## src/rtl/imem_boot_loader_pkg.sv

```systemverilog
// Shared definitions for the instruction-memory boot loader: frame field widths
// and the loader state encoding.
package imem_boot_loader_pkg;

  localparam int FRAME_BYTE_WIDTH = 8;
  localparam int FRAME_WORD_WIDTH = 32;
  localparam int FRAME_LEN_WIDTH  = 16;
  localparam int BYTES_PER_WORD   = FRAME_WORD_WIDTH / FRAME_BYTE_WIDTH;

  localparam logic [2:0] S_LEN_LO = 3'd0;
  localparam logic [2:0] S_LEN_HI = 3'd1;
  localparam logic [2:0] S_DATA   = 3'd2;
  localparam logic [2:0] S_CSUM   = 3'd3;
  localparam logic [2:0] S_DONE   = 3'd4;
  localparam logic [2:0] S_ERROR  = 3'd5;

  typedef enum logic [2:0] {
    ST_LEN_LO = S_LEN_LO,
    ST_LEN_HI = S_LEN_HI,
    ST_DATA   = S_DATA,
    ST_CSUM   = S_CSUM,
    ST_DONE   = S_DONE,
    ST_ERROR  = S_ERROR
  } state_t;

endpackage

```

## src/rtl/imem_boot_loader_byte_word_packer.sv

```systemverilog
// Assembles four accepted bytes (little-endian) into one 32-bit word and emits
// it as a registered single-cycle word_valid pulse.
module imem_boot_loader_byte_word_packer
  import imem_boot_loader_pkg::*;
(
  input  logic        clk,
  input  logic        reset,
  input  logic        i_clear,
  input  logic [7:0]  i_byte,
  input  logic        i_accept,
  output logic        o_word_valid,
  output logic [31:0] o_word
);

  logic [1:0]  r_byte_cnt;
  logic [23:0] r_low_bytes;
  logic        r_word_valid;
  logic [31:0] r_word;

  always_ff @(posedge clk) begin
    if (reset) begin
      r_byte_cnt   <= 2'd0;
      r_low_bytes  <= 24'd0;
      r_word_valid <= 1'b0;
      r_word       <= 32'd0;
    end else begin
      r_word_valid <= 1'b0;
      if (i_clear) begin
        r_byte_cnt  <= 2'd0;
        r_low_bytes <= 24'd0;
      end else if (i_accept) begin
        r_byte_cnt <= r_byte_cnt + 2'd1;
        case (r_byte_cnt)
          2'd0: r_low_bytes[7:0]   <= i_byte;
          2'd1: r_low_bytes[15:8]  <= i_byte;
          2'd2: r_low_bytes[23:16] <= i_byte;
          default: begin
            // Last byte goes straight into the output word, so no extra cycle is spent.
            r_word       <= {i_byte, r_low_bytes};
            r_word_valid <= 1'b1;
          end
        endcase
      end
    end
  end

  assign o_word_valid = r_word_valid;
  assign o_word       = r_word;

endmodule

```

## src/rtl/imem_boot_loader.sv

```systemverilog
// Boot loader: parses a length/data/checksum byte frame, writes packed words into
// instruction RAM and releases the core from reset once a good image is in place.
module imem_boot_loader
  import imem_boot_loader_pkg::*;
#(
  parameter int ADDR_WIDTH = 8,
  parameter int LEN_WIDTH  = FRAME_LEN_WIDTH
) (
  input  logic                  clk,
  input  logic                  reset,
  input  logic [7:0]            in_data,
  input  logic                  in_valid,
  output logic                  in_ready,
  input  logic                  start,
  output logic                  imem_we,
  output logic [ADDR_WIDTH-1:0] imem_addr,
  output logic [31:0]           imem_wdata,
  output logic                  core_reset,
  output logic                  done,
  output logic                  error
);

  localparam logic [LEN_WIDTH:0] MAX_WORDS = (LEN_WIDTH+1)'(1 << ADDR_WIDTH);

  state_t                  r_state;
  logic [7:0]              r_len_lo;
  logic [LEN_WIDTH-1:0]    r_len;
  logic [LEN_WIDTH+1:0]    r_data_cnt;
  logic [7:0]              r_csum;
  logic [ADDR_WIDTH-1:0]   r_word_idx;
  logic                    r_in_ready;
  logic                    r_done;
  logic                    r_error;
  logic                    r_core_reset;

  logic                    w_accept;
  logic                    w_data_accept;
  logic                    w_restart;
  logic [LEN_WIDTH-1:0]    w_header_len;
  logic [LEN_WIDTH-1:0]    w_len_m1;
  logic                    w_last_data;
  logic                    w_overflow;
  logic                    w_word_valid;
  logic [31:0]             w_word;

  assign w_accept      = in_valid & r_in_ready;
  assign w_data_accept = w_accept & (r_state == ST_DATA);
  assign w_restart     = start & ((r_state == ST_DONE) | (r_state == ST_ERROR));
  assign w_header_len  = LEN_WIDTH'({in_data, r_len_lo});
  assign w_len_m1      = r_len - LEN_WIDTH'(1);
  // Last data byte is byte 3 of word N-1, i.e. byte count 4N-1.
  assign w_last_data   = (r_data_cnt == {w_len_m1, 2'b11});
  assign w_overflow    = ({1'b0, w_header_len} > MAX_WORDS);

  imem_boot_loader_byte_word_packer u_packer (
    .clk          (clk),
    .reset        (reset),
    .i_clear      (w_restart),
    .i_byte       (in_data),
    .i_accept     (w_data_accept),
    .o_word_valid (w_word_valid),
    .o_word       (w_word)
  );

  always_ff @(posedge clk) begin
    if (reset) begin
      r_state      <= ST_LEN_LO;
      r_len_lo     <= 8'd0;
      r_len        <= '0;
      r_data_cnt   <= '0;
      r_csum       <= 8'd0;
      r_word_idx   <= '0;
      r_in_ready   <= 1'b1;
      r_done       <= 1'b0;
      r_error      <= 1'b0;
      r_core_reset <= 1'b1;
    end else if (w_restart) begin
      r_state      <= ST_LEN_LO;
      r_len_lo     <= 8'd0;
      r_len        <= '0;
      r_data_cnt   <= '0;
      r_csum       <= 8'd0;
      r_word_idx   <= '0;
      r_in_ready   <= 1'b1;
      r_done       <= 1'b0;
      r_error      <= 1'b0;
      r_core_reset <= 1'b1;
    end else begin
      // Address advances after each write cycle so imem_addr names the word being written.
      if (w_word_valid) begin
        r_word_idx <= r_word_idx + ADDR_WIDTH'(1);
      end
      if (w_accept) begin
        case (r_state)
          ST_LEN_LO: begin
            r_len_lo <= in_data;
            r_state  <= ST_LEN_HI;
          end
          ST_LEN_HI: begin
            r_len <= w_header_len;
            if (w_overflow) begin
              r_state    <= ST_ERROR;
              r_in_ready <= 1'b0;
              r_error    <= 1'b1;
            end else if (w_header_len == '0) begin
              r_state <= ST_CSUM;
            end else begin
              r_state <= ST_DATA;
            end
          end
          ST_DATA: begin
            r_csum     <= r_csum ^ in_data;
            r_data_cnt <= r_data_cnt + (LEN_WIDTH+2)'(1);
            if (w_last_data) begin
              r_state <= ST_CSUM;
            end
          end
          ST_CSUM: begin
            r_in_ready <= 1'b0;
            if (in_data == r_csum) begin
              r_state      <= ST_DONE;
              r_done       <= 1'b1;
              r_core_reset <= 1'b0;
            end else begin
              r_state <= ST_ERROR;
              r_error <= 1'b1;
            end
          end
          default: begin
          end
        endcase
      end
    end
  end

  assign in_ready   = r_in_ready;
  assign imem_we    = w_word_valid;
  assign imem_addr  = r_word_idx;
  assign imem_wdata = w_word;
  assign core_reset = r_core_reset;
  assign done       = r_done;
  assign error      = r_error;

endmodule

```

## config.mk

```make
export PLATFORM = sky130hd
export DESIGN_NAME = imem_boot_loader
export DESIGN_NICKNAME = d
export VERILOG_FILES = /design/src/rtl/imem_boot_loader_pkg.sv /design/src/rtl/imem_boot_loader_byte_word_packer.sv /design/src/rtl/imem_boot_loader.sv
export SDC_FILE = /design/constraint.sdc
export NUM_CORES = 1
export LEC_CHECK = 0
export BUFFER_PORTS_ARGS = -buffer_cell sky130_fd_sc_hd__clkbuf_2
export CORE_ASPECT_RATIO = 0.8
export CORE_UTILIZATION = 59
export DETAILED_ROUTE_END_ITERATION = 7
export PLACE_DENSITY = 0.79
export SLEW_MARGIN = 30
export SYNTH_ARGS = -nofsm -noshare
export SYNTH_HDL_FRONTEND = slang
export SYNTH_HIERARCHICAL = 1
export SYNTH_SLANG_ARGS = --single-unit
```

## constraint.sdc

```tcl
create_clock -name clk -period 2.6 [get_ports clk]
set_input_delay 0.52 -clock clk [delete_from_list [all_inputs] [get_ports clk]]
set_output_delay 0.52 -clock clk [all_outputs]
set_load 0.01 [all_outputs]
```

# Yosys cells after proc, flatten, opt, wreduce, memory -nomap -nowiden
# Cells that the tools add are included.
# word_totals
ff_bits,124
wordCells,71
out_inout_bits,45
# classes
reduce_logical,19
eq_ne,12
n_mux,11
add_sub_neg,4
bitwise,8
n_lt_le_gt_ge,1
# ops
cell,count
$add 18x1->18 const B,1
$eq 18x18->1,1
$gt 16x9->1 const B,1
$logic_not 16->1,1
$sub 16x1->16 const B,1
$pmux 3 s4,1
$reduce_and 2->1,6
$reduce_and 3->1,4
$add 8x1->8 const B,1
$eq 8x8->1,1
$xor 8x8->8,1
$eq 3x2->1 const B,2
$eq 3x3->1 const B,2
$mux 1,6
$mux 3,2
$ne 2x2->1 const B,3
$reduce_or 3->1,2
$pmux 1 s2,2
$reduce_and 4->1,1
$reduce_bool 4->1,1
$and 1x1->1,3
$eq 3x1->1 const B,1
$logic_not 3->1,1
$not 1->1,3
other kinds (7),7

# Depth between registers and ports, before layout
# logic_depth
word_depth,5
mapped_depth,11
ltp_nobuf,9

# Cells and area by module
# The synthesis kept the hierarchy.
# modules_own_cells
mod,area_per_inst_um2,cells_per_inst,n_inst
imem_boot_loader,3285.7,395,1
imem_boot_loader_byte_word_packer,2632.5,267,1

# Worst setup path after synthesis
# OpenSTA, ideal clock, no wires.
# synth_timing
path_type,in2reg
startpoint,in in_valid
endpoint,reg u_packer.r_word[10] (netlist: u_packer/o_word[10])
path_stages,8
setup_ps,72
t_arrival_ps,2097
n_path_buf,4
path_slack_ps,431
path_cell_list,nand3b_1 > nor3b_2 > clkbuf_1 > buf_6 > and3b_1 > buf_6 > buf_6 > mux2i_1
# synth_between
elab_chain_cells,3
# synth_lines
element,line,rtl
"start, declared",imem_boot_loader.sv:12,"input logic in_valid,"
$and 1x1->1,imem_boot_loader.sv:46,assign w_accept = in_valid & r_in_ready;
$and 1x1->1,imem_boot_loader.sv:47,assign w_data_accept = w_accept & (r_state == ST_DATA);
named net w_data_accept,imem_boot_loader.sv:37,logic w_data_accept;
$reduce_and 3->1 (no source line),n/a,
"end signal, assigned",imem_boot_loader_byte_word_packer.sv:39,"r_word <= {i_byte, r_low_bytes};"
"end, declared",imem_boot_loader_byte_word_packer.sv:18,logic [31:0] r_word;
# The timed path passes the listed nets, and every way through them passes these cells.
# A chain may end at the register's enable or synchronous reset.

# Final worst setup path
# layout_timing
startpoint,reg r_len[0]
endpoint,reg r_state[0]
# layout_between
elab_chain_cells,4
# layout_lines
element,line,rtl
"start, declared",imem_boot_loader.sv:27,logic [LEN_WIDTH-1:0] r_len;
"start signal, assigned",imem_boot_loader.sv:100,r_len <= w_header_len;
$sub 16x1->16,imem_boot_loader.sv:50,assign w_len_m1 = r_len - LEN_WIDTH'(1);
$eq 18x18->1,imem_boot_loader.sv:52,"assign w_last_data = (r_data_cnt == {w_len_m1, 2'b11});"
$ne 2x2->1 (no source line),n/a,
$reduce_and 3->1 (no source line),n/a,
"end signal, assigned",imem_boot_loader.sv:67,r_state <= ST_LEN_LO;
"end signal, assigned",imem_boot_loader.sv:78,r_state <= ST_LEN_LO;
"end signal, assigned",imem_boot_loader.sv:97,r_state <= ST_LEN_HI;
"end, declared",imem_boot_loader.sv:25,state_t r_state;
# No other way between the ends.

==> metrics.csv <==
stage,metric,value,unit
status,status,finished clean,
synth,yosysSeqAreaShare,0.419,
synth,synth_ff_type,dfxtp_1,
synth,synthAdderAreaFrac,0.0148,
synth,netlist_top_cells_count,"dfxtp_1 (124), nor2_1 (67), nand2b_1 (65)",
sta,min_period_over_period,0.899,
critical_path,critical_path_arrival,2680,ps
routing,via_count,4740,
pwr,power_leakage,2.61,nW
routing,drt-pass1-iter-count,5,
sta,timing.setup.tns,0,ps
synth,async_flop_share,0,
clocking,clk_latency,410,ps
critical_path,cp.required,2940,ps
sta,final_max_slew_viol_count,0,
layout,fillers,775,
synth,synth-compound-area-share,0.107,
placement,place.gp.congestion,0.894,
sta,fmax,428,MHz
layout,multi_input_area,3190,um2
clocking,hold_buffers,0,
clocking,numCtsBuffers,17,
floorplanning,num_io_pins,57,
synth,ys_warn_count,6,
synth,synth_top_family_by_area,simple AND/OR/NAND/NOR gates,
routing,wl_per_cell,15.2,um
synth,synthDistinctLibCells,47,
global_routing,grt_pass1_wl,22.5,mm
synth,synth_xor_area_frac,0.0903,
synth,netlist_instances,662,
layout,diodes,0,
floorplanning,core_area,9690,um2
sta,finClkSkew,9.71,ps
synth,netlist_area,5920,um2
sta,worst_pin_slew,567,ps
routing,first_iter_violations,331,
clocking,cts_resized,0,
sta,rsz0062_at_grt,false,
floorplanning,rows,32,
global_routing,gr-total-overflow,0,
layout,final_cells,854,
pwr,power_density,687,nW/um2
sta,slew_headroom,0.619,
sta,setup_viol,0,
floorplanning,start_util,0.611,
synth,synth_simple_gate_area_share,0.249,
clocking,cts_buffer_depth,2,
critical_path,critical_path_peak_fanout,7,
routing,routed_wl,13.0,mm
synth,synth_top_cell_area_share,0.419,
synth,ys_ff_latch,124,
layout,area_growth,16.7,%
synth,synth_area_leaders,"dfxtp_1 (42%), mux2i_1 (7.6%), nand2b_1 (6.9%)",
global_routing,grt_pass1_vias,4580,
pwr,ir_drop,0.412,mV
clocking,cts_tree,done,
critical_path,start_kind,register,
clocking,clkTransAtPathRegs,60,ps
global_routing,grt_max_degree,45,
global_routing,antenna_found_initial,0,
layout,ff_latch_area,2480,um2
clocking,htree_levels,4,
floorplanning,die_h,91.6,um
routing,viasPerCell,5.55,
synth,synth_top_cell_by_area,dfxtp_1,
critical_path,endpoint_kind,register,
layout,drive_above_1_share,0.198,
clocking,cts_setup_buffers,0,
synth,syn_nets,681,
synth,synth.area.mux_share,0.0761,
global_routing,grtUsageTotal,0.273,
layout,num-nets-final,724,
job,maxCapViolCount,0,
synth,yosysMostFrequentCell,dfxtp_1,
routing,drc_errors,0,
sta,min_period,2340,ps
floorplanning,dieArea,10400,um2
clocking,cts.sinks,124,
floorplanning,die_x,114,um
placement,place_hpwl,8.73,mm
hold_path,worstHoldPathType,reg2reg,
clocking,root_buffer,clkbuf_16,
critical_path,timing_worst_setup_path_type,reg2reg,
sta,hold_viol,0,
synth,synth_edf_count,0,
routing,drtAntennaViolNets,0,
synth,avgSynthCellArea,8.94,um2
placement,port_buffers,56,
placement,dp_cells,822,
-- kinds of logic after synthesis --
group,count (synthesis)
compound gates,93
buf+inv,54
fa+ha+maj,7
flops,124
mux,45
simple gates,278
xor+xnor,61
-- layer usage --
metal / part of all wire / vias up / global-route usage / wire length (um)
li1: - / 2344 / - / -
met1: 0.47 / 2244 / 0.370 / 6170
met2: 0.45 / 126 / 0.418 / 5920
met3: 0.051 / 26 / 0.0721 / 666
met4: 0.020 / 0 / 0.0963 / 256
met5: 0 / - / 0 / 0
-- metrics by stage --
step | hold slack, ps | setup WS (ps) | cell area [um2] | power, mW | utilization
floorplan | 447 | 431 | 5920 | 2.23 | -
global placement | 457 | 298 | 6280 | 2.32 | 0.648
detailed placement | 459 | 224 | 6280 | 2.33 | 0.648
CTS | 476 | 188 | 6900 | 4.76 | 0.712
global route | 488 | 59.4 | 6910 | 4.89 | 0.713
finish | 469 | 263 | 6910 | 4.75 | 0.713
-- layout by cell type, fill, tap and decap left out, types with 4 or more instances in the layout --
cell type   netlist  routed
mux2i_1          45      45
xnor2_1          19      19
nor4_1            8       8
o21ai_0           9       9
nor2_1           67      67
nand4b_1          4       4
inv_1             5       5
nand3_1          51      51
clkinvlp_4        0       5
ha_1              7       7
nand2_1          42      42
buf_4             0      16
nand2b_1         65      65
dfxtp_1         124     124
clkbuf_2          1      56
clkbuf_8          0       4
clkbuf_16         0      17
xor2_1           42      42
nand4_1           8       8
and3_1            7       7
a21oi_1          44      44
a21bo_2          24      24
nor3_1            5       5
-- path summary, 6_finish.rpt --
path         cells past startpoint  slack, ps                  to                from
min                              2        470  u_packer/o_word[5]  u_packer/o_word[5]
max                              9        260          r_state[0]            r_len[0]
min reg2reg                      2        470  u_packer/o_word[5]  u_packer/o_word[5]
max reg2reg                      9        260          r_state[0]            r_len[0]
-- worst max-delay path, stage by stage (launching register included) --
cell	delay, ps
dfxtp_1	380
inv_1	90
ha_1	170
or3b_2	530
nor4_4	260
xor2_1	110
o221a_2	250
o21ai_0	220
o21ai_0	130
o21ai_1	140
-- sequential cells by signal, summed over array words and instances (netlist names), 2 cells and up --
| name | cells |
|---|---|
| r_len_lo | 8 |
| r_csum | 8 |
| r_data_cnt | 18 |
| u_packer/r_byte_cnt | 2 |
| imem_addr | 8 |
| u_packer/r_low_bytes | 24 |
| r_len | 16 |
| r_state | 3 |
| u_packer/o_word | 32 |
-- area by class of cell --
type	count	area share
Multi-Input combinational cell	484	0.462
Sequential cell	124	0.359
Clock buffer	22	0.0701
Timing Repair Buffer	73	0.0609
Tap cell	136	0.0246
Clock inverter	10	0.0199
Inverter	5	0.00272
-- where the power goes --
| part | internal [mW] | switching (mW) |
|---|---|---|
| combinational | 0.138 | 0.202 |
| sequential | 1.93 | 0.0306 |
| clock | 1.61 | 0.842 |
Note: power is estimated with default switching activity, not from simulation.
